--- config.mk ---
export PLATFORM = sky130hd
export DESIGN_NAME = led_pattern_ctrl
export DESIGN_NICKNAME = d
export VERILOG_FILES = /design/src/rtl/led_pattern_pkg.sv /design/src/rtl/led_step_timer.sv /design/src/rtl/led_pattern_ctrl.sv
export SDC_FILE = /design/constraint.sdc
export NUM_CORES = 1
export LEC_CHECK = 0
export BUFFER_PORTS_ARGS = -buffer_cell sky130_fd_sc_hd__buf_2
export CAP_MARGIN = 20
export CORE_MARGIN = 2
export CORE_UTILIZATION = 30
export DETAILED_ROUTE_END_ITERATION = 6
export PLACE_DENSITY = 0.58
export SLEW_MARGIN = 10
export SYNTH_ARGS = -nofsm -noshare
export SYNTH_HDL_FRONTEND = slang
export SYNTH_HIERARCHICAL = 1
export SYNTH_SLANG_ARGS = --single-unit
export TNS_END_PERCENT = 100
--- constraint.sdc ---
create_clock -name clk -period 4.5 [get_ports clk]
set_input_delay 0.45 -clock clk [delete_from_list [all_inputs] [get_ports clk]]
set_output_delay 0.45 -clock clk [all_outputs]
set_load 0.02 [all_outputs]
--- src/rtl/led_pattern_pkg.sv ---
`default_nettype none
// ============================================================================
// Module      : led_pattern_pkg
// Description : Shared types and constants for the LED pattern engine.
//               Holds the mode codes, the 3-bit mode type, the step-period
//               type and the bounce direction type.
// Revision    : 1.0 - initial release
// ============================================================================
package led_pattern_pkg;

    localparam int MODE_W = 3;
    typedef logic [MODE_W-1:0] mode_t;

    localparam mode_t MODE_OFF    = 3'd0;
    localparam mode_t MODE_ON     = 3'd1;
    localparam mode_t MODE_BLINK  = 3'd2;
    localparam mode_t MODE_ALT    = 3'd3;
    localparam mode_t MODE_CHASE  = 3'd4;
    localparam mode_t MODE_BOUNCE = 3'd5;

    // Default width of the ms-per-step field.
    localparam int STEP_PERIOD_W = 16;
    typedef logic [STEP_PERIOD_W-1:0] step_period_t;

    // Travel direction of the bounce pattern.
    typedef enum logic {
        DIR_UP   = 1'b0,
        DIR_DOWN = 1'b1
    } dir_t;

endpackage
`default_nettype wire

--- src/rtl/led_step_timer.sv ---
`default_nettype none
// ============================================================================
// Module      : led_step_timer
// Description : Counts 1 ms ticks and fires a step every iPeriod ticks.
//               A period of 0 behaves as 1 (step on every tick). iClear
//               restarts the count and suppresses any step in that cycle.
// Ports       : clk, rstN (async, active-low), iTick1ms (1 ms pulse),
//               iClear (restart), iPeriod (ticks per step),
//               oStepFire (combinational, high in the tick cycle that steps)
// Revision    : 1.0 - initial release
// ============================================================================
module led_step_timer
    import led_pattern_pkg::*;
#(
    parameter int PERIOD_W = 16
) (
    input  logic                clk,
    input  logic                rstN,
    input  logic                iTick1ms,
    input  logic                iClear,
    input  logic [PERIOD_W-1:0] iPeriod,
    output logic                oStepFire
);

    logic [PERIOD_W-1:0] r_cnt;
    logic [PERIOD_W-1:0] w_last;
    logic                w_at_last;

    // Terminal count; period 0 collapses onto period 1.
    always_comb begin
        w_last = '0;
        if (iPeriod != '0) begin
            w_last = iPeriod - 1'b1;
        end
    end

    // ">=" keeps the counter from running away should the period ever
    // shrink below the current count.
    assign w_at_last = (r_cnt >= w_last);
    assign oStepFire = iTick1ms && !iClear && w_at_last;

    always_ff @(posedge clk or negedge rstN) begin
        if (!rstN) begin
            r_cnt <= '0;
        end else if (iClear) begin
            r_cnt <= '0;
        end else if (iTick1ms) begin
            if (w_at_last) begin
                r_cnt <= '0;
            end else begin
                r_cnt <= r_cnt + 1'b1;
            end
        end
    end

endmodule
`default_nettype wire

--- src/rtl/led_pattern_ctrl.sv ---
`default_nettype none
// ============================================================================
// Module      : led_pattern_ctrl
// Description : Multi-channel LED pattern engine. Steps OFF/ON/BLINK/ALT/
//               CHASE/BOUNCE patterns from the shared 1 ms tick and drives
//               NUM_LED active-low outputs. Reset defaults give a 1 Hz blink
//               of all LEDs.
// Ports       : clk, rstN (async, active-low), iTick1ms (1 ms pulse),
//               iCfgLoad (config strobe), iMode (mode code),
//               iHalfPeriodMs (ms per step), iBright (brightness, PWM build),
//               oLed (active-low drive), oStep (step pulse), oMode (stored)
// Options     : LED_PWM_DIM_EN - gates lit LEDs with a 16-slot PWM against
//               iBright. Undefined: lit LEDs are held low continuously.
// Revision    : 1.0 - initial release
// ============================================================================
module led_pattern_ctrl
    import led_pattern_pkg::*;
#(
    parameter int NUM_LED         = 8,
    parameter int PERIOD_W        = 16,
    parameter int DEFAULT_HALF_MS = 500,
    parameter int RESET_MODE      = 2
) (
    input  logic                clk,
    input  logic                rstN,
    input  logic                iTick1ms,
    input  logic                iCfgLoad,
    input  logic [2:0]          iMode,
    input  logic [PERIOD_W-1:0] iHalfPeriodMs,
    input  logic [3:0]          iBright,
    output logic [NUM_LED-1:0]  oLed,
    output logic                oStep,
    output logic [2:0]          oMode
);

    localparam int                 c_POS_W    = (NUM_LED > 1) ? $clog2(NUM_LED) : 1;
    localparam logic [c_POS_W-1:0] c_LAST_POS = c_POS_W'(NUM_LED - 1);

    // Configuration registers
    mode_t               r_mode;
    logic [PERIOD_W-1:0] r_period;

    // Pattern state
    logic                r_phase;
    logic [c_POS_W-1:0]  r_pos;
    dir_t                r_dir;
    logic                w_phase_nxt;
    logic [c_POS_W-1:0]  w_pos_nxt;
    dir_t                w_dir_nxt;

    logic                w_step_fire;
    logic [NUM_LED-1:0]  w_lit;
    logic [NUM_LED-1:0]  w_drive;
    logic [NUM_LED-1:0]  r_led;
    logic                r_step;

    // ------------------------------------------------------------------
    // Step timer
    // ------------------------------------------------------------------
    led_step_timer #(
        .PERIOD_W (PERIOD_W)
    ) u_step_timer (
        .clk       (clk),
        .rstN      (rstN),
        .iTick1ms  (iTick1ms),
        .iClear    (iCfgLoad),
        .iPeriod   (r_period),
        .oStepFire (w_step_fire)
    );

    // ------------------------------------------------------------------
    // Configuration registers: sampled only on the strobe
    // ------------------------------------------------------------------
    always_ff @(posedge clk or negedge rstN) begin
        if (!rstN) begin
            r_mode   <= mode_t'(RESET_MODE);
            r_period <= PERIOD_W'(DEFAULT_HALF_MS);
        end else if (iCfgLoad) begin
            r_mode   <= iMode;
            r_period <= iHalfPeriodMs;
        end
    end

    // ------------------------------------------------------------------
    // Pattern state: register process
    // ------------------------------------------------------------------
    always_ff @(posedge clk or negedge rstN) begin
        if (!rstN) begin
            r_phase <= 1'b0;
            r_pos   <= '0;
            r_dir   <= DIR_UP;
        end else begin
            r_phase <= w_phase_nxt;
            r_pos   <= w_pos_nxt;
            r_dir   <= w_dir_nxt;
        end
    end

    // ------------------------------------------------------------------
    // Pattern state: next-state process. A config load restarts the
    // pattern and wins over a coincident step. Position advances in every
    // mode; the bounce rule is used only in BOUNCE, otherwise it rotates.
    // ------------------------------------------------------------------
    always_comb begin
        w_phase_nxt = r_phase;
        w_pos_nxt   = r_pos;
        w_dir_nxt   = r_dir;
        if (iCfgLoad) begin
            w_phase_nxt = 1'b0;
            w_pos_nxt   = '0;
            w_dir_nxt   = DIR_UP;
        end else if (w_step_fire) begin
            w_phase_nxt = ~r_phase;
            if (NUM_LED > 1) begin
                if (r_mode == MODE_BOUNCE) begin
                    case (r_dir)
                        DIR_UP: begin
                            if (r_pos == c_LAST_POS) begin
                                w_dir_nxt = DIR_DOWN;
                                w_pos_nxt = r_pos - 1'b1;
                            end else begin
                                w_pos_nxt = r_pos + 1'b1;
                            end
                        end
                        default: begin
                            if (r_pos == '0) begin
                                w_dir_nxt = DIR_UP;
                                w_pos_nxt = r_pos + 1'b1;
                            end else begin
                                w_pos_nxt = r_pos - 1'b1;
                            end
                        end
                    endcase
                end else begin
                    w_pos_nxt = (r_pos == c_LAST_POS) ? '0 : r_pos + 1'b1;
                end
            end
        end
    end

    // ------------------------------------------------------------------
    // Mode decoder (1 = logically lit). Codes 6 and 7 decode as OFF.
    // ------------------------------------------------------------------
    always_comb begin
        w_lit = '0;
        case (r_mode)
            MODE_ON: begin
                w_lit = '1;
            end
            MODE_BLINK: begin
                w_lit = {NUM_LED{r_phase}};
            end
            MODE_ALT: begin
                for (int i = 0; i < NUM_LED; i++) begin
                    w_lit[i] = ((i % 2) == 1) ? r_phase : ~r_phase;
                end
            end
            MODE_CHASE, MODE_BOUNCE: begin
                for (int i = 0; i < NUM_LED; i++) begin
                    w_lit[i] = (r_pos == c_POS_W'(i));
                end
            end
            default: begin
                w_lit = '0;
            end
        endcase
    end

    // ------------------------------------------------------------------
    // Brightness gating, folded into the output register input
    // ------------------------------------------------------------------
`ifdef LED_PWM_DIM_EN
    logic [3:0] r_pwm_cnt;

    always_ff @(posedge clk or negedge rstN) begin
        if (!rstN) begin
            r_pwm_cnt <= '0;
        end else begin
            r_pwm_cnt <= r_pwm_cnt + 1'b1;
        end
    end

    assign w_drive = w_lit & {NUM_LED{(r_pwm_cnt <= iBright)}};
`else
    // Brightness has no function without PWM dimming.
    logic w_unused_bright;
    assign w_unused_bright = ^iBright;
    assign w_drive         = w_lit;
`endif

    // ------------------------------------------------------------------
    // Output registers
    // ------------------------------------------------------------------
    always_ff @(posedge clk or negedge rstN) begin
        if (!rstN) begin
            r_led  <= '1;
            r_step <= 1'b0;
        end else begin
            r_led  <= ~w_drive;
            r_step <= w_step_fire;
        end
    end

    assign oLed  = r_led;
    assign oStep = r_step;
    assign oMode = r_mode;

endmodule
`default_nettype wire

# Word level (Yosys, flattened, before mapping)
# Cells that the tools add are included.
[word_totals] register_bits=49 output_inout_bits=12 word_cells=57
[classes] addsub=4 n_lt_le_gt_ge=1 eq_ne=12 muxes=20 n_bitwise=2 n_reduce_logical=10
[op_table] op="$mux W16" count=4
[op_table] op="$pmux W8 S4" count=1
[op_table] op="$mux W3" count=7
[op_table] op="$eq A3 B3 Y1 const B" count=6
[op_table] op="$add A16 B1 Y16 const B" count=1
[op_table] op="$ge A16 B16 Y1" count=1
[op_table] op="$reduce_bool A16 Y1" count=1
[op_table] op="$sub A16 B1 Y16 const B" count=1
[op_table] op="$eq A3 B2 Y1 const B" count=4
[op_table] op="$mux W1" count=8
[op_table] op="$not A8 Y8" count=1
[op_table] op="$eq A3 B1 Y1 const B" count=2
[op_table] op="$reduce_bool A2 Y1" count=3
[op_table] op="$add A3 B1 Y3 const B" count=1
[op_table] op="$logic_not A3 Y1" count=1
[op_table] op="$sub A3 B1 Y3 const B" count=1
[op_table] op="$logic_and A1 B1 Y1" count=2
[op_table] op="$reduce_and A2 Y1" count=1
[op_table] op="$reduce_or A2 Y1" count=1
[op_table] op="$logic_not A1 Y1" count=1
[op_table] op="$not A1 Y1" count=1

# Longest topological paths before layout
[depth] word_depth=6 mapped_depth=16 mapped_depth_nobuf=15

# Hierarchy
# Netlist, hierarchy kept.
[modules_own_cells] module="led_step_timer" instances=1 cells_per_inst=199 area_each_um2=1635.3
[modules_own_cells] module="led_pattern_ctrl" instances=1 cells_per_inst=108 area_each_um2=1420.1

# Worst setup path after synthesis
# No wires, ideal clock.
[synth_path] kind="register -> register" start="register r_period[3]" end="register r_pos[2]" setup_time_ps=67 arrival_time_ps=3390 required_ps=4433 slack_ps=1043 path_stages_with_launch=17 path_cell_list="dfrtp_1 > or3_1 > nor4_4 > nand2_1 > nor3b_1 > xor2_1 > nand2_1 > ha_1 > and4_1 > and2_1 > nor4b_2 > nor3_1 > nor2_1 > clkbuf_1 > inv_1 > nor4_1 > a32o_1"
[synth_between] elab_chain_cells=5
[synth_rtl] element="start: declaration" line_no="led_pattern_ctrl.sv:41" text="logic [PERIOD_W-1:0] r_period;"
[synth_rtl] element="start signal: assignment" line_no="led_pattern_ctrl.sv:77" text="r_period <= PERIOD_W'(DEFAULT_HALF_MS);"
[synth_rtl] element="start signal: assignment" line_no="led_pattern_ctrl.sv:80" text="r_period <= iHalfPeriodMs;"
[synth_rtl] element="$sub A16 B1 Y16 or $reduce_bool A16 Y1 (tied branches)" line_no="led_step_timer.sv:33, led_step_timer.sv:32"
[synth_rtl] element="$mux W16 *" line_no="led_step_timer.sv:32" text="if (iPeriod != '0) begin"
[synth_rtl] element="$ge A16 B16 Y1 *" line_no="led_step_timer.sv:39" text="assign w_at_last = (r_cnt >= w_last);"
[synth_rtl] element="$logic_and A1 B1 Y1 *" line_no="led_step_timer.sv:40" text="assign oStepFire = iTick1ms && !iClear && w_at_last;"
[synth_rtl] element="via w_step_fire" line_no="led_pattern_ctrl.sv:51" text="logic w_step_fire;"
[synth_rtl] element="$reduce_bool A2 Y1 (no line) *"
[synth_rtl] element="end signal: assignment" line_no="led_pattern_ctrl.sv:94" text="r_pos <= w_pos_nxt;"
[synth_rtl] element="end: declaration" line_no="led_pattern_ctrl.sv:45" text="logic [c_POS_W-1:0] r_pos;"
# The timed path passes the listed nets; every way through them passes the cells marked *.
# A chain may end at the register's enable or synchronous reset.

# Worst setup path after layout
# Same ends and word-level chain as after synthesis.

==> impl_metrics.py <==
metrics = {
    "sta": {
        "tightest_slew_ps": 719.5,
        "period_share_pct": 82.74,
        "relSlewSlack_pct": 51.59,
        "final_max_slew_viol_count": 0,
        "worst_clock_skew_ps": 4.141,
        "fmax_ghz": 0.2686,
        "finalSetupTns_ps": 0,
        "hold_violations": 0,
        "worst_slack_ps": 776.8,
        "finalSetupViolCount": 0,
        "rsz0062_at_grt": "no",
        "fin_crit_ps": 3723,
    },
    "cells_and_area": {
        "syn_to_final_growth_pct": 13.88,
        "drive_above_1_share_pct": 26.51,
        "antenna_cells": 0,
        "nets": 398,
        "stdcell_count": 480,
        "final_core_util_pct": 35.44,
    },
    "clock_network": {
        "cts_hold_buf": 0,
        "clk_pin_slew_ps": 90,
        "htreeDepth": 2,
        "post-cts-setup-buffer-count": 0,
        "numCtsBuffers": 5,
        "clock-root-buffer": "clkbuf_8",
        "ctsLongestPathBuffers": 2,
        "insertion_delay_ps": 300,
        "cts_resized": 0,
        "clock_sinks": 49,
        "cts_tree": "built",
    },
    "synth": {
        "synthCells": 307,
        "syn_nets": 359,
        "netlist_top_cells_count": "nand2_1 (37), dfrtp_1 (34), ha_1 (25), nand3_1 (22), a21oi_1 (21)",
        "ys_seq_area_share_pct": 40.75,
        "ys_ff_latch": 49,
        "synthAdderAreaFrac_pct": 10.24,
        "ys_warn_count": 6,
        "synthSimpleGateAreaFrac_pct": 22.32,
        "synthesis.area_um2": 3055,
        "ys_types": 50,
        "avgSynthCellArea_um2": 9.953,
        "synthFlopType": "dfrtp_1",
        "synthMuxAreaShare_pct": 8.640,
        "synth-xor-area-share_pct": 4.586,
        "synth_edf_count": 0,
        "synth-compound-area-share_pct": 10.16,
        "synth_most_common_cell": "nand2_1",
        "yosys.area.top_type": "dfrtp_1",
        "yosysTopAreaCellShare_pct": 27.85,
        "yosys-top-cells-area": "dfrtp_1 (28%), dfstp_2 (13%), ha_1 (10%)",
        "synth_top_family_by_area": "simple AND/OR/NAND/NOR gates",
        "async_flop_share_pct": 100.0,
    },
    "global_routing": {
        "grt_util_all_layers_pct": 11.69,
        "first_global_vias": 2230,
        "grt_pass1_wl_um": 10650,
        "antenna_found_initial": 0,
        "grt_overflow_total": 0,
        "grt_max_degree": 50,
    },
    "critical_path": {
        "r2r-end": "r_pos[2]",
        "crit_arrival_ps": 3970,
        "r2r_cells": 15,
        "r2r_start": "r_period[3]",
        "crit_type": "register to register",
        "r2r_setup_slack_ps": 780,
        "crit_path_start_kind": "register",
        "cp_max_fo": 5,
        "critical_path_required_ps": 4740,
        "cp-end-kind": "register",
    },
    "placed_design": {
        "dp_cells": 471,
        "dp_hpwl_um": 4559,
        "dp_slack_ps": 733.6,
        "port_buffers": 34,
        "place_congestion": 0.7982,
    },
    "worst_hold_path": {
        "hold_path_class": "primary input to async pin",
    },
    "drt": {
        "wl_per_cell_um": 12.34,
        "wirelength_um": 5921,
        "dr.pass1.iters": 4,
        "final_antenna_net_count": 0,
        "vias_per_cell": 4.752,
        "drc": 0,
        "drtIter0Drc": 90,
        "vias": 2281,
    },
    "power_and_ir_drop": {
        "ir_drop_v": 0.0001149,
        "p_leak_nw": 1.557,
        "p_total_mw": 0.9174,
        "power_density_nw_per_um2": 263.7,
    },
    "floorplan": {
        "die_height_um": 104.9,
        "initial_core_util_pct": 31.12,
        "die_area_um2": 11010,
        "rows": 36,
        "fp.dieW_um": 104.9,
        "pin_count": 39,
        "core_area_um2": 9819,
    },
    "job": {
        "drv_cap": 0,
    },
    "outcome": {
        "status": "complete, no violations",
    },
}
==> how the worst max path moves through the flow <==
| stage | startpoint | to | slack [ps] | cells past startpoint |
|---|---|---|---|---|
| after global routing | r_period[3] | r_pos[2] | 350 | 15 |
| after detailed placement | r_period[3] | u_step_timer/r_cnt[4] | 730 | 14 |
| after floorplan | r_period[3] | r_pos[2] | 1040 | 16 |
| after CTS | r_period[3] | r_pos[2] | 730 | 15 |
| final | r_period[3] | r_pos[2] | 780 | 15 |
| after global placement | r_period[3] | u_step_timer/r_cnt[4] | 790 | 14 |
==> cells in the final DEF (no fill, tap or decap), types with 3 or more instances in the layout <==
cell / Yosys / routed
nand2_1: 37 / 37
a21o_1: 3 / 3
nand3_1: 22 / 22
ha_1: 25 / 25
mux2i_1: 5 / 5
mux2_2: 19 / 19
dfstp_2: 15 / 15
and3_1: 4 / 4
xnor2_1: 7 / 7
nor2_1: 19 / 19
buf_2: 3 / 34
xor2_1: 9 / 9
clkbuf_8: 0 / 5
a22o_1: 3 / 3
a21oi_1: 21 / 21
buf_4: 2 / 7
nor4_1: 5 / 5
inv_1: 12 / 12
nor3_1: 6 / 6
dfrtp_1: 34 / 34
nand4_1: 4 / 4
o21ai_0: 6 / 6
nand3b_1: 5 / 5
nand2b_1: 5 / 5
and2_1: 4 / 4
==> report_power, final <==
group	switching, mW	leakage, nW	internal, mW
registers	0.0264	0.604	0.476
clock network	0.148	0.0450	0.108
logic	0.0841	0.908	0.0752
total	0.258	1.56	0.659
==> logic make-up after synthesis <==
| group | after synthesis |
|---|---|
| flops | 49 |
| buf+inv | 21 |
| compound gates | 46 |
| xor+xnor | 16 |
| simple gates | 126 |
| mux | 24 |
| fa+ha+maj | 25 |
==> final cells by class <==
cell class / count / area (um2)
multi-input combinational: 237 / 1718
inverter: 12 / 45.04
timing repair buffer: 41 / 222.7
sequential: 49 / 1245
tap: 133 / 166.4
fill: 1064 / 6340
clock buffer: 6 / 72.57
clock inverter: 2 / 10.01
==> worst max-delay path: stages, from the launching register on <==
cell and delay, ps:
dfrtp_1 420, or3_1 430, nor4_4 260, nand2_1 150, nor3b_1 250, xor2_1 180
nand2_1 70, ha_1 290, and4_1 240, and2_1 150, nor4b_2 350, nor3_1 80
nor2_1 190, inv_1 100, nor4_1 290, a32o_1 210
==> per-stage QoR <==
| step | hold slack, ps | cell area [um2] |
|---|---|---|
| 2_1_floorplan | 154.4 | 3055 |
| 3_3_place_gp | 492.6 | 3390 |
| 3_5_place_dp | 487.3 | 3390 |
| 4_1_cts | 269.6 | 3472 |
| 5_1_grt | 294.8 | 3480 |
| 6_report | 247.5 | 3480 |
==> routing by layer <==
layer / vias to the layer above / part of all wire [%] / global-route usage (%)
li1: 1169 / - / -
met3: 6 / 2.0 / 1.871
met1: 1080 / 50 / 16.04
met5: - / 0 / 0
met2: 26 / 47 / 18.69
met4: 0 / 1.2 / 4.000
==> registers in the layout, summed over array words and instances, names as in the netlist <==
register            cells
oStep                   1
r_phase                 1
r_dir                   1
oMode                   3
r_pos                   3
u_step_timer/r_cnt     16
r_period               16
oLed                    8
Power figures use the tool's default switching activity.
